==> config.mk <==
export PLATFORM = sky130hd
export DESIGN_NAME = weight_update_sequencer
export DESIGN_NICKNAME = d
export VERILOG_FILES = /design/src/rtl/weight_update_sequencer.sv
export SDC_FILE = /design/constraint.sdc
export NUM_CORES = 1
export LEC_CHECK = 0
export CAP_MARGIN = 5
export CORE_MARGIN = 4
export CORE_UTILIZATION = 44
export DETAILED_ROUTE_END_ITERATION = 8
export PLACE_DENSITY = 0.76
export SLEW_MARGIN = 15
export SYNTH_ARGS = -nofsm -noshare
export SYNTH_HDL_FRONTEND = slang
export SYNTH_SLANG_ARGS = --single-unit
==> constraint.sdc <==
create_clock -name clk -period 2.8 [get_ports clk]
set_input_delay 0.28 -clock clk [delete_from_list [all_inputs] [get_ports clk]]
set_output_delay 0.28 -clock clk [all_outputs]
set_load 0.02 [all_outputs]
==> src/rtl/weight_update_sequencer.sv <==
// Weight-memory sequencer: MAC read arbitration plus per-neuron
// saturating read-modify-write sweep driven by a plasticity delta stream.
module weight_update_sequencer #(
    parameter int NUM_NEURONS = 256,
    parameter int INPUT_SIZE  = 784,
    parameter int DATA_WIDTH  = 32,
    parameter int DEPTH       = NUM_NEURONS * INPUT_SIZE,
    parameter int ADDR_W      = $clog2(DEPTH),
    parameter int NIDX_W      = $clog2(NUM_NEURONS)
) (
    input  logic                  clk,
    input  logic                  rst,
    input  logic                  mac_req,
    input  logic [ADDR_W-1:0]     mac_addr,
    output logic [DATA_WIDTH-1:0] mac_rdata,
    output logic                  mac_rvalid,
    input  logic                  upd_start,
    input  logic [NIDX_W-1:0]     upd_neuron,
    output logic                  upd_busy,
    output logic                  upd_done,
    output logic                  upd_sat,
    input  logic                  delta_valid,
    output logic                  delta_ready,
    input  logic [DATA_WIDTH-1:0] delta_data,
    output logic                  bram_en_a,
    output logic [ADDR_W-1:0]     bram_addr_a,
    input  logic [DATA_WIDTH-1:0] bram_rdata_a,
    output logic                  bram_en_b,
    output logic                  bram_we_b,
    output logic [ADDR_W-1:0]     bram_addr_b,
    output logic [DATA_WIDTH-1:0] bram_wdata_b
);

    localparam int IDX_W = $clog2(INPUT_SIZE + 1);

    typedef enum logic [2:0] {IDLE, RD, CAP, DELTA, FIN} state_t;

    state_t                state;
    state_t                state_nx;
    logic [ADDR_W-1:0]     base;
    logic [IDX_W-1:0]      idx;
    logic [DATA_WIDTH-1:0] old;
    logic [ADDR_W-1:0]     cur_addr;
    logic                  start_ok;
    logic                  hs;
    logic                  last;
    logic [DATA_WIDTH:0]   sum;
    logic                  ovf;
    logic [DATA_WIDTH-1:0] sum_sat;

    assign mac_rdata = bram_rdata_a;
    assign bram_we_b = bram_en_b;

    assign start_ok = upd_start &&
        ({1'b0, upd_neuron} < (NIDX_W + 1)'(NUM_NEURONS));
    assign hs       = (state == DELTA) && delta_valid;
    assign last     = idx == IDX_W'(INPUT_SIZE - 1);
    assign cur_addr = base + ADDR_W'(idx);

    // 33-bit sum: overflow shows as disagreement of the top two bits
    assign sum = {old[DATA_WIDTH-1], old} +
                 {delta_data[DATA_WIDTH-1], delta_data};
    assign ovf = sum[DATA_WIDTH] != sum[DATA_WIDTH-1];
    assign sum_sat = !ovf ? sum[DATA_WIDTH-1:0] :
                     sum[DATA_WIDTH] ? {1'b1, {(DATA_WIDTH-1){1'b0}}} :
                                       {1'b0, {(DATA_WIDTH-1){1'b1}}};

    always_ff @(posedge clk) begin
        if (rst) state <= IDLE;
        else     state <= state_nx;
    end

    always_comb begin
        state_nx = state;
        unique case (state)
            IDLE:    if (start_ok) state_nx = RD;
            RD:      if (!mac_req) state_nx = CAP;
            CAP:     state_nx = DELTA;
            DELTA:   if (delta_valid) state_nx = last ? FIN : RD;
            FIN:     state_nx = IDLE;
            default: state_nx = IDLE;
        endcase
    end

    // MAC owns port A whenever it asks; the sweep only reads in RD
    always_comb begin
        bram_en_a   = 1'b0;
        bram_addr_a = '0;
        if (mac_req) begin
            bram_en_a   = 1'b1;
            bram_addr_a = mac_addr;
        end else if (state == RD) begin
            bram_en_a   = 1'b1;
            bram_addr_a = cur_addr;
        end
        upd_busy    = state != IDLE;
        upd_done    = state == FIN;
        delta_ready = state == DELTA;
    end

    always_ff @(posedge clk) begin
        if (rst) begin
            base         <= '0;
            idx          <= '0;
            old          <= '0;
            upd_sat      <= 1'b0;
            mac_rvalid   <= 1'b0;
            bram_en_b    <= 1'b0;
            bram_addr_b  <= '0;
            bram_wdata_b <= '0;
        end else begin
            mac_rvalid <= mac_req;
            bram_en_b  <= hs;
            if (state == IDLE && start_ok) begin
                base    <= ADDR_W'(upd_neuron) * ADDR_W'(INPUT_SIZE);
                idx     <= '0;
                upd_sat <= 1'b0;
            end
            if (state == CAP) old <= bram_rdata_a;
            if (hs) begin
                bram_addr_b  <= cur_addr;
                bram_wdata_b <= sum_sat;
                if (ovf)   upd_sat <= 1'b1;
                if (!last) idx <= idx + 1'b1;
            end
        end
    end

endmodule
==> metrics.md, run 1 <==
| Metric | Value |
|---|---|
| I/O pin total | 203 |
| Status | complete, no violations |
| Nets | 1382 |
| GRT met2 Usage | 39.5% |
| Distinct cells, synth | 60 |
| Dpl cell area | 0.0104 mm^2 |
| Avg WL per Cell | 16.3 um |
| Via Count | 7720 |
| Max stage delay on crit path | 330 ps |
| DRC Markers | 0 |
| Clk slew on worst S/H paths | 80 ps |
| Placed Cells | 1407 |
| Clock Tree Root | clkbuf_16 |
| Routability cong. | 0.890 |
| Register area | 0.00225 mm^2 |
| DIE HEIGHT | 140 um |
| Total power | 4.65 mW |
| ANT cells | 0 |
| CTS buffer count | 9 |
| CTS H-tree lvls | 3 |
| Hold path cells | 4 |
| Synth Area in XOR/XNOR | 5.59% |
| Area taken by multi-input logic gates | 0.00537 mm^2 |
| Post-route cell area | 0.0114 mm^2 |
| Clock Skew | 7.95 ps |
| Net Count, Synth | 1115 |
| Most common cell in the netlist | nand2_1 |
| CTS tree | done |
| Synth Instances | 947 |
| Crit end category | output pin |
| Unrepaired setup endpoints after global routing | yes |
| Max-cap violations | 0 |
| Required time worst endpoint | 2520 ps |
| Arrival @ worst endpoint | 2520 ps |
| Critical Path Fanout Max | 4 |
| Synth top area cells | dfxtp_1 29%, ha_1 11%, nand2_1 8.1% |
| Pre-CTS setup slack | -690 ps |
| Hold Slack | 316 ps |
| Stages on worst setup path | 12 |
| CP Class | flop to output pin |
| Pre-antenna DRT Iters | 5 |
| Post-Synth Adder-Cell Area | 16.5% |
| DRT iter0 DRCs | 512 |
| Final HPWL DP | 17.0 mm |
| Final worst path period need | 2800 ps |
| Hold Vio Cnt, Final | 0 |
| Share of layout cells above drive strength 1 | 24.9% |
| Setup ws final | 2.65 ps |
| Post-synth EDFFs | 0 |
| CORE AREA | 0.0172 mm^2 |
| Crit-path cells | ha_1 -> a21o_1 -> a21oi_2 -> o21bai_1 -> a21oi_2 -> nor2b_1 -> nor2_1 -> buf_4 -> nor2b_1 -> xnor2_2 -> o21ai_0 -> buf_2 |
| GRT Total Usage | 22.2% |
| Slew @ Worst Pin | 763 ps |
| Compound-Gate Fraction of Synth Area | 23.0% |
| Die X | 140 um |
| Met1 usage | 27.2% |
| IO buf count | 202 |
| Top_reg_cell synth | dfxtp_1 |
| Final setup viols | 0 |
| Largest family of logic cells by synthesized area | compound AO/OA/AOI/OAI gates |
| Worst path bufs/invs | 2 |
| Sequential area share after synthesis | 29.2% |
| Clk_lat worst skew | 360 ps |
| Largest net degree at the start of global routing | 61 |
| Vias in the first global route | 7579 |
| Fin. max-slew vios | 0 |
| Mux cell area share after synthesis | 0.277% |
| Routed vias/inst | 5.35 |
| Setup_tns | 0 ps |
| Crit share post-route | 99.9% |
| Max stage delay cell, worst path | dfxtp_1 |
| Final WL | 23.6 mm |
| CP Launch Type | flop |
| Synth Warn # | 0 |
| Rel. slew slack | 49.1% |
| Commonest cells in the netlist | 165 x nand2_1, 112 x dfxtp_1, 103 x a21oi_1 |
| Pleak | 4.50 nW |
| Highest clock rate | 0.357 GHz |
| Fillers | 1403 |
| Reg2reg path depth | 14 |
| Post-Syn Area per Cell | 8.10 um^2 |
| Netlist Area Pre-Place | 0.00767 mm^2 |
| Synthesis-to-layout area growth | 48.6% |
| Yosys reg bits | 112 |
| CP top delay family | compound AO/OA/AOI/OAI gates |
| Asr flop ratio synth | 0% |
| Post-layout util | 66.4% |
| Antenna violations before repair | 0 |
| Flop2flop setup slack | 30 ps |
| Rows | 48 |
| Initial core utilization | 44.7% |
| HP Class | primary input to flop |
| Die area | 0.0196 mm^2 |
| VDD IR max | 0.361 mV |
| Global route total overflow | 0 |
| Most used routing layer | met2 |
| Leading area contributor after synthesis | dfxtp_1 |
| First-pass GRT wire length | 36.5 mm |
| P per Cell Area | 408 mW/mm^2 |
| Post-CTS Hold Fix Bufs | 0 |
| Final Non-Filler Cells | 1444 |
| Top-area cell type share of the netlist area | 29.2% |
| Clk sinks | 112 |
| Routed Antenna Nets | 0 |
| Simple-gate share of the synthesized area | 18.3% |
| Grt met3 use | 3.86% |
| Clock buffer depth | 2 |
-- layer usage --
layer | vias up | routed length (um) | share of wire (%)
met5 | - | 0 | 0
met3 | 40 | 1200 | 5.1
met2 | 228 | 11900 | 50
met1 | 3632 | 9970 | 42
met4 | 0 | 575 | 2.4
li1 | 3820 | - | -
-- cells by family (layout without fill, tap and decap cells) --
kind of cell | count (synthesis) | after routing
compound gates | 253 | 253
buf+inv | 103 | 375
mux | 2 | 2
simple gates | 327 | 327
fa+ha+maj | 101 | 101
xor+xnor | 49 | 49
flops | 112 | 112
-- worst reg2reg max path: cells and delay by family, from the launching register on --
kind	cells	cell delay, ps
compound gates	5	710
fa+ha+maj	3	810
buf+inv	3	360
flops	1	360
simple gates	3	440
-- placed cells by master, fill, tap and decap left out, types with 4 or more instances in the layout --
cell             instances
a21o_1                  10
clkdlybuf4s50_1        181
a211oi_1                19
xnor2_2                  6
xor2_1                  16
nor2_1                  81
buf_2                    4
and3_1                   6
buf_4                  137
o21ai_0                 28
dlymetal6s2s_1           6
a21oi_1                 93
a211oi_2                28
dfxtp_1                110
nand2b_1                 8
maj3_2                  28
ha_1                    49
a22o_1                   5
xnor2_1                 26
buf_6                    4
nand2_1                165
ha_4                    18
inv_1                   16
clkbuf_16               12
o21bai_1                13
fa_2                     4
nor2b_1                  8
nand3_1                 13
a31oi_1                  5
nand4_1                 10
a21oi_2                 12
a21oi_4                  5
o21ai_1                  5
nand3b_1                 4
nor3_1                  10
-- area by class of cell --
cell class / instances / share of cell area, %
clock inverter: 7 / 0.680
clock buffer: 9 / 1.97
timing repair buffer: 342 / 27.6
multi-input combinational: 732 / 47.1
inverter: 17 / 0.559
sequential: 112 / 19.7
tap: 225 / 2.47
-- where the power goes --
group / switching, mW / leakage, nW / internal, mW
registers: 0.0554 / 0.909 / 1.65
clock network: 0.635 / 0.147 / 0.705
logic: 0.779 / 3.44 / 0.824
-- flip-flops by register name, summed over array words and instances (netlist names) --
signal	count
bram_en_b	1
bram_wdata_b	32
old	32
bram_addr_b	18
mac_rvalid	1
idx	10
state	3
upd_sat	1
base	14
-- timing repair --
item / 4_1_cts / 5_1_grt
gates cloned: 0 / 4
pin swaps: 25 / 70
buffers inserted: 12 / 5
gates resized for setup: 69 / 85
endpoints found under the setup margin: 42 / 42
-- worst paths after layout --
check,end,from
worst max-delay path,bram_addr_a[13],base[5]
worst min-delay path,base[7],upd_neuron[3]
worst max register to register,bram_wdata_b[24],old[0]
worst min register to register,bram_addr_b[1],bram_addr_b[1]
No activity file was read; power rests on OpenSTA's default activity.
==> inputs of run 2 (changes only) <==
- CORE_UTILIZATION: 44 -> 43
- PLACE_DENSITY: 0.76 -> 0.75
==> run 2 against run 1 <==
  * The run now ends with setup timing left
  * Global-route usage fell by 1.0 points
  * Total power decreased by 2.1%
  * Clock power about the same
  * Routed wire length fell by 3.8%
  * Design area is 1.6% lower
  * Cell count fell by 0.28%
==> metrics.md, run 2 (synthesized netlist as in run 1, its figures left out) <==
| Metric | Value |
|---|---|
| CTS H-tree lvls | 3 (unchanged) |
| Global route total overflow | 0 (unchanged) |
| Rows | 48 (unchanged) |
| Final WL | 22.7 mm (was 23.6 mm) |
| Max-cap violations | 0 (unchanged) |
| Hold Vio Cnt, Final | 0 (unchanged) |
| Clk slew on worst S/H paths | 70 ps (was 80 ps) |
| Status | complete, but fails checks (was complete, no violations) |
| Pre-CTS setup slack | -585 ps (was -690 ps) |
| Pre-antenna DRT Iters | 6 (was 5) |
| Avg WL per Cell | 15.8 um (was 16.3 um) |
| IO buf count | 202 (unchanged) |
| Post-layout util | 64.4% (was 66.4%) |
| Antenna violations before repair | 0 (unchanged) |
| P per Cell Area | 406 mW/mm^2 (was 408 mW/mm^2) |
| Most common cell after layout, fill and taps aside | clkdlybuf4s50_1 (unchanged) |
| Register area | 0.00225 mm^2 (about the same) |
| First-pass GRT wire length | 35.2 mm (was 36.5 mm) |
| Highest clock rate | 0.354 GHz (was 0.357 GHz) |
| Synthesis-to-layout area growth | 46.2% (was 48.6%) |
| Dpl cell area | 0.0105 mm^2 (was 0.0104 mm^2) |
| Die area | 0.0200 mm^2 (was 0.0196 mm^2) |
| Hold path cells | 4 (unchanged) |
| Top flop regs | bram_wdata_b: 32 flops, old: 32 flops, bram_addr_b: 18 flops (unchanged) |
| I/O pin total | 203 (unchanged) |
| Routed Antenna Nets | 0 (unchanged) |
| Final setup viols | 3 (was 0) |
| Clk_lat worst skew | 360 ps (about the same) |
| Nets | 1379 (was 1382) |
| GRT Total Usage | 21.2% (was 22.2%) |
| CTS tree | done (unchanged) |
| DRC Markers | 0 (unchanged) |
| Arrival @ worst endpoint | 2550 ps (was 2520 ps) |
| CTS buffer count | 9 (unchanged) |
| CP Class | flop to output pin (unchanged) |
| Die X | 142 um (was 140 um) |
| Rel. slew slack | 54.9% (was 49.1%) |
| Placed Cells | 1407 (unchanged) |
| Post-route cell area | 0.0112 mm^2 (was 0.0114 mm^2) |
| Initial core utilization | 44.1% (was 44.7%) |
| Violated checks | setup timing |
| Most frequent cells in the layout | 182 x clkdlybuf4s50_1, 165 x nand2_1, 136 x buf_4 (was 181 x clkdlybuf4s50_1, 165 x nand2_1, 137 x buf_4) |
| Clk sinks | 112 (unchanged) |
| HP Class | primary input to flop (unchanged) |
| Required time worst endpoint | 2520 ps (about the same) |
| Vias in the first global route | 7213 (was 7579) |
| Routed vias/inst | 5.24 (was 5.35) |
| Crit share post-route | 101% (was 99.9%) |
| CORE AREA | 0.0174 mm^2 (was 0.0172 mm^2) |
| Final HPWL DP | 16.6 mm (was 17.0 mm) |
| Pleak | 4.46 nW (was 4.50 nW) |
| ANT cells | 0 (unchanged) |
| Fin. max-slew vios | 0 (unchanged) |
| Routability cong. | 0.866 (was 0.890) |
| VDD IR max | 0.336 mV (was 0.361 mV) |
| DRT iter0 DRCs | 372 (was 512) |
| Clock Skew | 10.4 ps (was 7.95 ps) |
| Slew @ Worst Pin | 675 ps (was 763 ps) |
| Final Non-Filler Cells | 1440 (was 1444) |
| DIE HEIGHT | 142 um (was 140 um) |
| Fillers | 1465 (was 1403) |
| Clock buffer depth | 2 (unchanged) |
| Clock Tree Root | clkbuf_16 (unchanged) |
| Via Count | 7546 (was 7720) |
| Unrepaired setup endpoints after global routing | yes (unchanged) |
| CP Launch Type | flop (unchanged) |
| Crit end category | output pin (unchanged) |
| Largest net degree at the start of global routing | 90 (was 61) |
| Area taken by multi-input logic gates | 0.00522 mm^2 (was 0.00537 mm^2) |
| Setup ws final | -25.5 ps (was 2.65 ps) |
| Reg2reg path depth | 11 (was 14) |
| Share of layout cells above drive strength 1 | 23.5% (was 24.9%) |
| Critical Path Fanout Max | 4 (unchanged) |
| Final worst path period need | 2830 ps (was 2800 ps) |
run 2: changes by cell type in the layout (fill, tap and decap cells not counted), sizes merged:
cell	delta
inv	-2
clkdlybuf4s50	+1
buf	-3
run 2: layout make-up:
class / instances / share of cell area [%]
well taps: 225 / 2.51
clock buffers: 10 / 2.13
clock inverters: 5 / 0.502
multi-input cells: 732 / 46.5
inverters: 17 / 0.569
repair buffers: 339 / 27.8
flip-flops and latches: 112 / 20.0
run 2: power breakdown:
group	switching [mW]	internal [mW]	leakage [nW]	total (mW)
clock network	0.611	0.715	0.145	1.33
logic	0.737	0.781	3.41	1.52
registers	0.0553	1.65	0.909	1.71
run 2: routing by layer:
metal | wire, um | GRT usage, %
met3 | 1170 | 3.81
met2 | 11300 | 37.5
met5 | 0 | 0
met1 | 9850 | 26.4
met4 | 383 | 6.11
run 2: critical path, stage by stage (launching register included):
cell and delay, ps:
dfxtp_4 360, ha_1 280, a21o_1 190, a21oi_2 150
o21bai_1 100, a21oi_2 210, nor2b_1 60, nor2_1 110
buf_4 160, nor2b_1 70, xnor2_2 230, o21ai_1 90
buf_4 170
run 2: path summary, 6_finish.rpt:
check | start | end | slack [ps]
max | base[5] | bram_addr_a[13] | -30
min | upd_neuron[1] | base[5] | 310
max reg2reg | old[18] | bram_wdata_b[14] | 100
min reg2reg | bram_addr_b[4] | bram_addr_b[4] | 460
run 2: per-stage QoR:
stage	TNS, ps	hold WS, ps	power (mW)
final	-48.8	314	4.55
after global routing	-1220	328	4.78
after CTS	-11.3	388	4.47
after detailed placement	-14930	449	3.13
after global placement	-12430	444	3.11
after floorplan	-7.75	364	2.57
run 2: what timing repair did:
| action | in CTS | in global routing |
|---|---|---|
| gates cloned | 0 | 1 |
| resized for setup | 71 | 61 |
| setup buffers | 5 | 12 |
| pin swaps | 18 | 49 |
| endpoints found under the setup margin | 37 | 40 |
| hold buffers | 0 | 0 |
